**config.mk**
```make
export PLATFORM = sky130hd
export DESIGN_NAME = timer_dev
export DESIGN_NICKNAME = d
export VERILOG_FILES = /design/src/rtl/timer_dev_pkg.sv /design/src/rtl/timer_dev.sv
export SDC_FILE = /design/constraint.sdc
export NUM_CORES = 1
export LEC_CHECK = 0
export ABC_AREA = 1
export CORE_MARGIN = 4
export CORE_UTILIZATION = 30
export DETAILED_ROUTE_END_ITERATION = 12
export PLACE_DENSITY_LB_ADDON = 0.1
export RECOVER_POWER = 50
export SLEW_MARGIN = 20
export SYNTH_ARGS = -nofsm -noshare
export SYNTH_HDL_FRONTEND = slang
export SYNTH_SLANG_ARGS = --single-unit
```
**constraint.sdc**
```tcl
create_clock -name clk -period 2.3 [get_ports clk]
set_input_delay 0.46 -clock clk [delete_from_list [all_inputs] [get_ports clk]]
set_output_delay 0.46 -clock clk [all_outputs]
set_load 0.01 [all_outputs]
```
**src/rtl/timer_dev_pkg.sv**
```systemverilog
// Shared register map, CTRL bit layout, mode and state encodings for the
// timer block and the bus bridge that decodes its word address.
package timer_dev_pkg;

  localparam logic [1:0] ADDR_CTRL   = 2'd0;
  localparam logic [1:0] ADDR_PRESET = 2'd1;
  localparam logic [1:0] ADDR_COUNT  = 2'd2;
  localparam logic [1:0] ADDR_RSVD   = 2'd3;

  localparam int CTRL_EN      = 0;
  localparam int CTRL_MODE_LO = 1;
  localparam int CTRL_MODE_HI = 2;
  localparam int CTRL_IM      = 3;

  typedef enum logic [1:0] {
    MODE_ONESHOT = 2'b00,
    MODE_AUTO    = 2'b01,
    MODE_RSVD2   = 2'b10,
    MODE_RSVD3   = 2'b11
  } timer_mode_e;

  typedef enum logic [1:0] {
    ST_IDLE = 2'd0,
    ST_LOAD = 2'd1,
    ST_CNT  = 2'd2,
    ST_INT  = 2'd3
  } timer_state_e;

  // Only the auto-reload encoding reloads; every other mode acts as one-shot.
  function automatic logic mode_is_auto(input logic [1:0] mode);
    return mode == MODE_AUTO;
  endfunction

endpackage

```
**src/rtl/timer_dev.sv**
```systemverilog
// Down-counting timer with CTRL/PRESET/COUNT registers, one-shot or
// auto-reload operation and a maskable registered interrupt.
module timer_dev
  import timer_dev_pkg::*;
(
  input  logic        clk,
  input  logic        rst,
  input  logic [3:2]  Add,
  input  logic        We,
  input  logic [31:0] WD,
  output logic [31:0] RD,
  output logic        IRQ
);

  logic [3:0]   ctrl;
  logic [31:0]  preset;
  logic [31:0]  count;
  logic         pending;
  logic         irq;
  timer_state_e state;

  logic wr_ctrl;
  logic wr_preset;
  logic set_pending;

  assign wr_ctrl   = We && (Add == ADDR_CTRL);
  assign wr_preset = We && (Add == ADDR_PRESET);

  // Terminal count is reached while still enabled in CNT.
  assign set_pending = (state == ST_CNT) && ctrl[CTRL_EN] && (count <= 32'd1);

  always_ff @(posedge clk or posedge rst) begin
    if (rst) begin
      ctrl    <= 4'd0;
      preset  <= 32'd0;
      count   <= 32'd0;
      pending <= 1'b0;
      irq     <= 1'b0;
      state   <= ST_IDLE;
    end else begin
      if (wr_preset) preset <= WD;

      // Setting wins over a CPU clear on the same edge so no interrupt is lost.
      if (set_pending)               pending <= 1'b1;
      else if (wr_ctrl || wr_preset) pending <= 1'b0;

      irq <= ctrl[CTRL_IM] & pending;

      case (state)
        ST_IDLE: begin
          if (ctrl[CTRL_EN]) state <= ST_LOAD;
        end
        ST_LOAD: begin
          count <= preset;
          state <= ST_CNT;
        end
        ST_CNT: begin
          if (!ctrl[CTRL_EN]) begin
            state <= ST_IDLE;
          end else if (count > 32'd1) begin
            count <= count - 32'd1;
          end else begin
            count <= 32'd0;
            state <= ST_INT;
          end
        end
        ST_INT: begin
          if (mode_is_auto(ctrl[CTRL_MODE_HI:CTRL_MODE_LO])) begin
            state <= ctrl[CTRL_EN] ? ST_LOAD : ST_IDLE;
          end else begin
            ctrl[CTRL_EN] <= 1'b0;
            state         <= ST_IDLE;
          end
        end
        default: state <= ST_IDLE;
      endcase

      // Placed last so a CPU write to CTRL overrides the hardware Enable clear.
      if (wr_ctrl) ctrl <= WD[3:0];
    end
  end

  always_comb begin
    RD = 32'd0;
    case (Add)
      ADDR_CTRL:   RD = {28'd0, ctrl};
      ADDR_PRESET: RD = preset;
      ADDR_COUNT:  RD = count;
      ADDR_RSVD:   RD = 32'd0;
      default:     RD = 32'd0;
    endcase
  end

  assign IRQ = irq;

endmodule
```
# After elaboration in Yosys (flattened, before gate mapping)
# Cells that the tools add are included.
[op_classes] order_cmp=2 n_bitwise=1 add_sub_neg=1 reduce_logical=13 mux=15 n_eq_ne=11
[op_table] cell="32-bit case mux with 4 select lines" count=1
[op_table] cell="32-bit 2-to-1 mux" count=2
[op_table] cell="32-bit case mux with 2 select lines" count=1
[op_table] cell="32-bit by 1-bit greater-than comparator with 1-bit output, second input constant" count=1
[op_table] cell="32-bit by 1-bit <= comparator with 1-bit output, second input constant" count=1
[op_table] cell="32-bit by 1-bit subtractor with 32-bit output, second input constant" count=1
[op_table] cell="2-bit == test, second input constant" count=4
[op_table] cell="2-bit case mux with 4 select lines" count=1
[op_table] cell="1-bit 2-to-1 mux" count=7
[op_table] cell="2-bit by 1-bit == test with 1-bit output, second input constant" count=3
[op_table] cell="2-bit 2-to-1 mux" count=3
[op_table] cell="2-bit != test, second input constant" count=3
[op_table] cell="2-bit AND reduction" count=3
[op_table] cell="2-bit nonzero test" count=3
[op_table] cell="1-bit logical AND" count=4
[op_table] cell="2-bit zero test" count=2
[op_table] cell="3-bit != test, second input constant" count=1
[op_table] cell="1-bit bitwise AND" count=1
[op_table] cell="1-bit logical OR" count=1
[totals] output_inout_bits=33 elab_cells=50 regBits=72

# Depth between registers and ports, before layout
[depth] depth_word=5 ltp_mapped=12

# Least setup slack after synthesis
# No wires, ideal clock.
[synth_path] path_kind="reg2reg" start="reg count[0]" end="reg count[2]" arrival_ns=1.562 setup_slack_ns=0.621 n_path_buf=1 path_stages_with_launch=13 required_time_ns=2.184 cell_sequence="dfrtp_1 > inv_1 > ha_1 > nand2_4 > nor2_8 > nand2_4 > nand2_4 > nand2_4 > nand2_8 > buf_12 > o22ai_2 > nand2_1 > nand2_1"
[synth_via] elab_chain_len=4
[synth_lines] element="from (decl)" line_no="timer_dev.sv:17" text="logic [31:0] count;"
[synth_lines] element="from (signal assigned)" line_no="timer_dev.sv:54" text="count <= preset;"
[synth_lines] element="from (signal assigned)" line_no="timer_dev.sv:61" text="count <= count - 32'd1;"
[synth_lines] element="32-bit by 1-bit subtractor with 32-bit output or 32-bit by 1-bit greater-than comparator with 1-bit output (tied branches)" line_no="timer_dev.sv:61, timer_dev.sv:60"
[synth_lines] element="32-bit 2-to-1 mux (*)" line_no="timer_dev.sv:60" text="end else if (count > 32'd1) begin"
[synth_lines] element="32-bit 2-to-1 mux (*)" line_no="timer_dev.sv:58" text="if (!ctrl[CTRL_EN]) begin"
[synth_lines] element="32-bit case mux with 2 select lines (*)" line_no="timer_dev.sv:49" text="case (state)"
# Mark *: on every way between the ends. The rest lies on a longest branch, timed or not. The select of a mux whose other input is x is not followed.
# A chain may end at the register's enable or synchronous reset.

# Final worst setup path
[layout_path] start="in Add[2] (netlist bit)" end="out RD[5]"
[layout_via] elab_chain_len=2
[layout_lines] element="from (decl)" line_no="timer_dev.sv:8" text="input logic [3:2] Add,"
[layout_lines] element="2-bit == test (tied with other cells)" line_no="timer_dev.sv:85" text="case (Add)"
[layout_lines] element="32-bit case mux with 4 select lines (*)" line_no="timer_dev.sv:85"
[layout_lines] element="to (decl)" line_no="timer_dev.sv:11" text="output logic [31:0] RD,"
# Mark *: on every way between the ends. The rest lies on a longest branch, timed or not.

==> summary by stage <==
Logic synthesis
The number of instances in the synthesized netlist is 620. Counting every net in the synthesized netlist gives 659. The synthesized netlist occupies a cell area of 4530 um^2. The sequential fraction of the synthesis area is 39.8%.

The count of distinct cell types in the synthesized netlist is 33. The average size of a mapped cell is 7.31 um^2. The count of warnings emitted by yosys is 0. In this run, synthesis produced a sequential element count of 72.

Clock tree
The later pin in the worst-skew pair is clocked with a latency of 0.35 ns. The H-tree depth is 3. In this run the clock root is driven by a clkbuf_16. Counting every sink on the clock net gives 72. The clock tree from TritonCTS is yes. The number of clock buffers added by TritonCTS is 9.

The deepest clock path buffer count is 2. The clock-pin slew on the worst setup and hold paths is 0.05 ns. The post-CTS setup repair buffer count is 0.

Global route
Entering global routing, the biggest net connects 73 pins. The global-route total usage across every layer is 17.0%. The total global routing overflow is 0. The initial antenna violation count was 0. The global-route wire length before repair is 22.5 mm. The via count of the first global-routing pass was 4300.

Die
Measured along the x axis, the die boundary spans 131 um. The number of rows in the core area is 44. The initial cell density of the core is 30.9%. The area of the die is 17100 um^2. The core region area is 14600 um^2. From bottom edge to top edge, the die measures 131 um. The number of top-level pins is 70.

Final layout
Once layout is complete, the utilization of the core stands at 38.9%. The repair_antennas step left the layout with diodes totalling 0. The area growth from synthesis to final layout is 25.9%. The fill cell instance count of the final layout is 1558. Cells with a size suffix above 1 make up 13.9% of the layout. Once layout is done, the placed cells without fillers occupy 5700 um^2. For this run, the post-layout net count is 732.

Hold path
The path with the worst hold slack has its endpoint at count[1]. The worst hold path class is reg2reg. The number of cells on the worst hold path is 2. The startpoint identified for the worst hold timing path is count[1].

Worst setup path
STA classifies the critical path startpoint as an input pin. The worst endpoint data arrival time is 1.79 ns. The endpoint type of the worst setup path is an output pin. Along the worst path, the maximum fanout reaches 8. The worst reg2reg path startpoint is count[0]. In this run the register-to-register setup slack is 0.26 ns.

The required time of the worst setup path is 1.84 ns. The worst register-to-register path has a depth of 11. The worst register-to-register path ends at count[23]. The worst setup path category is in2out.

Placement
The total cell area at the placement stage is 5480 um^2. The estimated wirelength of the detail-placed design is 9.73 mm. The congestion estimate from routability-driven global placement came to 0.890. The number of buffer cells added on primary ports is 69.

Timing
For this run, the top clock speed supported by timing is 445 MHz. The sum of negative setup slack is 0 ns. For the finished layout, the period the worst path requires is 2.25 ns.

For the pin with the worst max-slew slack, the measured transition is 1.04 ns. Clock skew on the completed layout was measured at 0.00767 ns. The number of pins exceeding their max-slew limit in the final report is 0. The final hold violation count is 0. The share of the clock period used by the worst path after layout is 97.7%. Setup repair after global routing could not meet its margin everywhere. Setup violations remaining at the end of the flow were counted as 0. Headroom to the max-slew limit came out at 30.5%.

Drt
The routed length per instance is 15.4 um. The total routed wirelength is 13.5 mm. In the routed design, unresolved DRC markers number 0. After the first detailed-routing iteration, the DRC count stood at 263.

Dividing the detail-routed via count by the number of cells gives 4.80. The final route contains 4230 vias. In this run the remaining antenna-violating nets after routing total 0. The first TritonRoute pass finished after 5 iterations.

Run
The count of max-cap constraint violations is 0.

Power and ir drop
The static power due to leakage is 2.83 nW. Dividing total power by cell area gives a power density of 1190 nW/um^2. The maximum vdd ir drop is 618 uV.

Outcome
The run finished with clean final reports.
stage by stage:
step	hold slack (ns)	cells	setup slack (ns)	power [mW]
after floorplan	0.437	620	0.0151	4.47
after global placement	0.464	866	-0.288	5.36
after detailed placement	0.465	866	-0.301	5.42
after CTS	0.481	882	0.00959	6.90
after global routing	0.519	882	-0.0124	7.40
final	0.480	882	0.0534	6.80
worst max-delay path: stages:
cell,delay (ns)
clkdlybuf4s50_1,0.47
inv_1,0.07
nor2_2,0.13
inv_2,0.09
buf_4,0.17
o22ai_1,0.11
dlygate4sd2_1,0.28
layout by cell type (no fill, tap or decap), types with 4 or more instances in the layout:
master,count
clkbuf_8,4
dlygate4sd2_1,12
a21oi_1,17
xor2_1,15
nand4_1,5
o22ai_2,9
o21ai_2,11
clkdlybuf4s15_1,6
o21ai_0,36
nand3_1,24
nor2_2,4
clkbuf_2,13
clkbuf_16,9
buf_4,10
dfrtp_1,72
mux2_2,12
nor2_1,68
o21ai_1,10
o22ai_1,7
nand2_4,4
nand2_1,214
inv_1,64
clkdlybuf4s50_1,36
flip-flops by register name, indices dropped and copies added, names as in the netlist:
register	count
pending	1
count	32
preset	32
IRQ	1
state	2
ctrl	4
timing repair:
action | 4_1_cts | 5_1_grt
hold buffers | 0 | 0
resized for setup | 41 | 32
endpoints found under the setup margin | 32 | 20
Yosys cell counts:
master | count | share of area (%)
dfrtp_1 | 72 | 40
mux2_2 | 12 | 3.0
nor2_2 | 4 | 0.55
o21ai_0 | 38 | 4.2
inv_1 | 67 | 5.6
buf_12 | 2 | 0.88
a21oi_4 | 1 | 0.36
buf_4 | 2 | 0.33
nand2_2 | 3 | 0.41
nand3_2 | 1 | 0.22
o211ai_1 | 1 | 0.17
and2_1 | 2 | 0.28
o21ai_1 | 8 | 0.88
clkbuf_1 | 15 | 1.2
o21ai_2 | 11 | 2.1
buf_2 | 4 | 0.44
o221ai_1 | 3 | 0.58
nand3_1 | 24 | 2.7
o22ai_2 | 9 | 2.5
a31oi_1 | 1 | 0.14
nand2_1 | 214 | 18
nor2_8 | 2 | 0.88
nor3_1 | 1 | 0.11
o22ai_1 | 7 | 0.97
xnor2_1 | 1 | 0.19
nand2_8 | 1 | 0.44
nor2_4 | 3 | 0.75
nand4_1 | 5 | 0.69
nand2_4 | 4 | 0.99
ha_1 | 2 | 0.55
xor2_1 | 15 | 2.9
a21oi_1 | 17 | 1.9
nor2_1 | 68 | 5.6
worst max-delay path by stage:
| stage | from | to | cells after the start |
|---|---|---|---|
| final | Add[2] | RD[5] | 7 |
| after floorplan | rst | IRQ | 1 |
| after global routing | Add[2] | RD[11] | 7 |
| after detailed placement | Add[2] | RD[16] | 7 |
| after CTS | Add[2] | RD[14] | 7 |
| after global placement | Add[2] | RD[12] | 7 |
layout make-up:
cell class	instances	area [um^2]	share of cell area, %
Sequential cell	72	1800	31.6
Multi-Input combinational cell	458	2340	41.1
Inverter	67	251	4.41
Clock buffer	14	284	4.98
Tap cell	184	230	4.04
Clock inverter	2	35.0	0.615
Timing Repair Buffer	85	753	13.2
logic make-up (layout without fill, tap and decap cells):
| family | count (synthesis) | count (layout) | share of synthesized area (%) |
|---|---|---|---|
| xor gates and xnor gates | 16 | 16 | 3.09 |
| DFF | 72 | 72 | 39.8 |
| muxes | 12 | 12 | 2.98 |
| adders and majority gates | 2 | 2 | 0.552 |
| and+or+nand+nor | 332 | 332 | 31.4 |
| AOI/OAI and AO/OA | 96 | 96 | 13.8 |
| buffers and inverters | 90 | 168 | 8.45 |
layer usage:
layer	vias to the layer above	track usage (%)	wire, um
met1	2015	23.2	6630
met5	-	0	0
li1	2117	-	-
met2	86	27.4	6180
met4	0	3.63	126
met3	12	4.39	604
where the power goes:
group	internal, mW	switching [mW]
logic	1.11	2.04
registers	1.69	0.445
clock network	0.957	0.555
total	3.75	3.04
No activity file was read; power rests on OpenSTA's default activity.
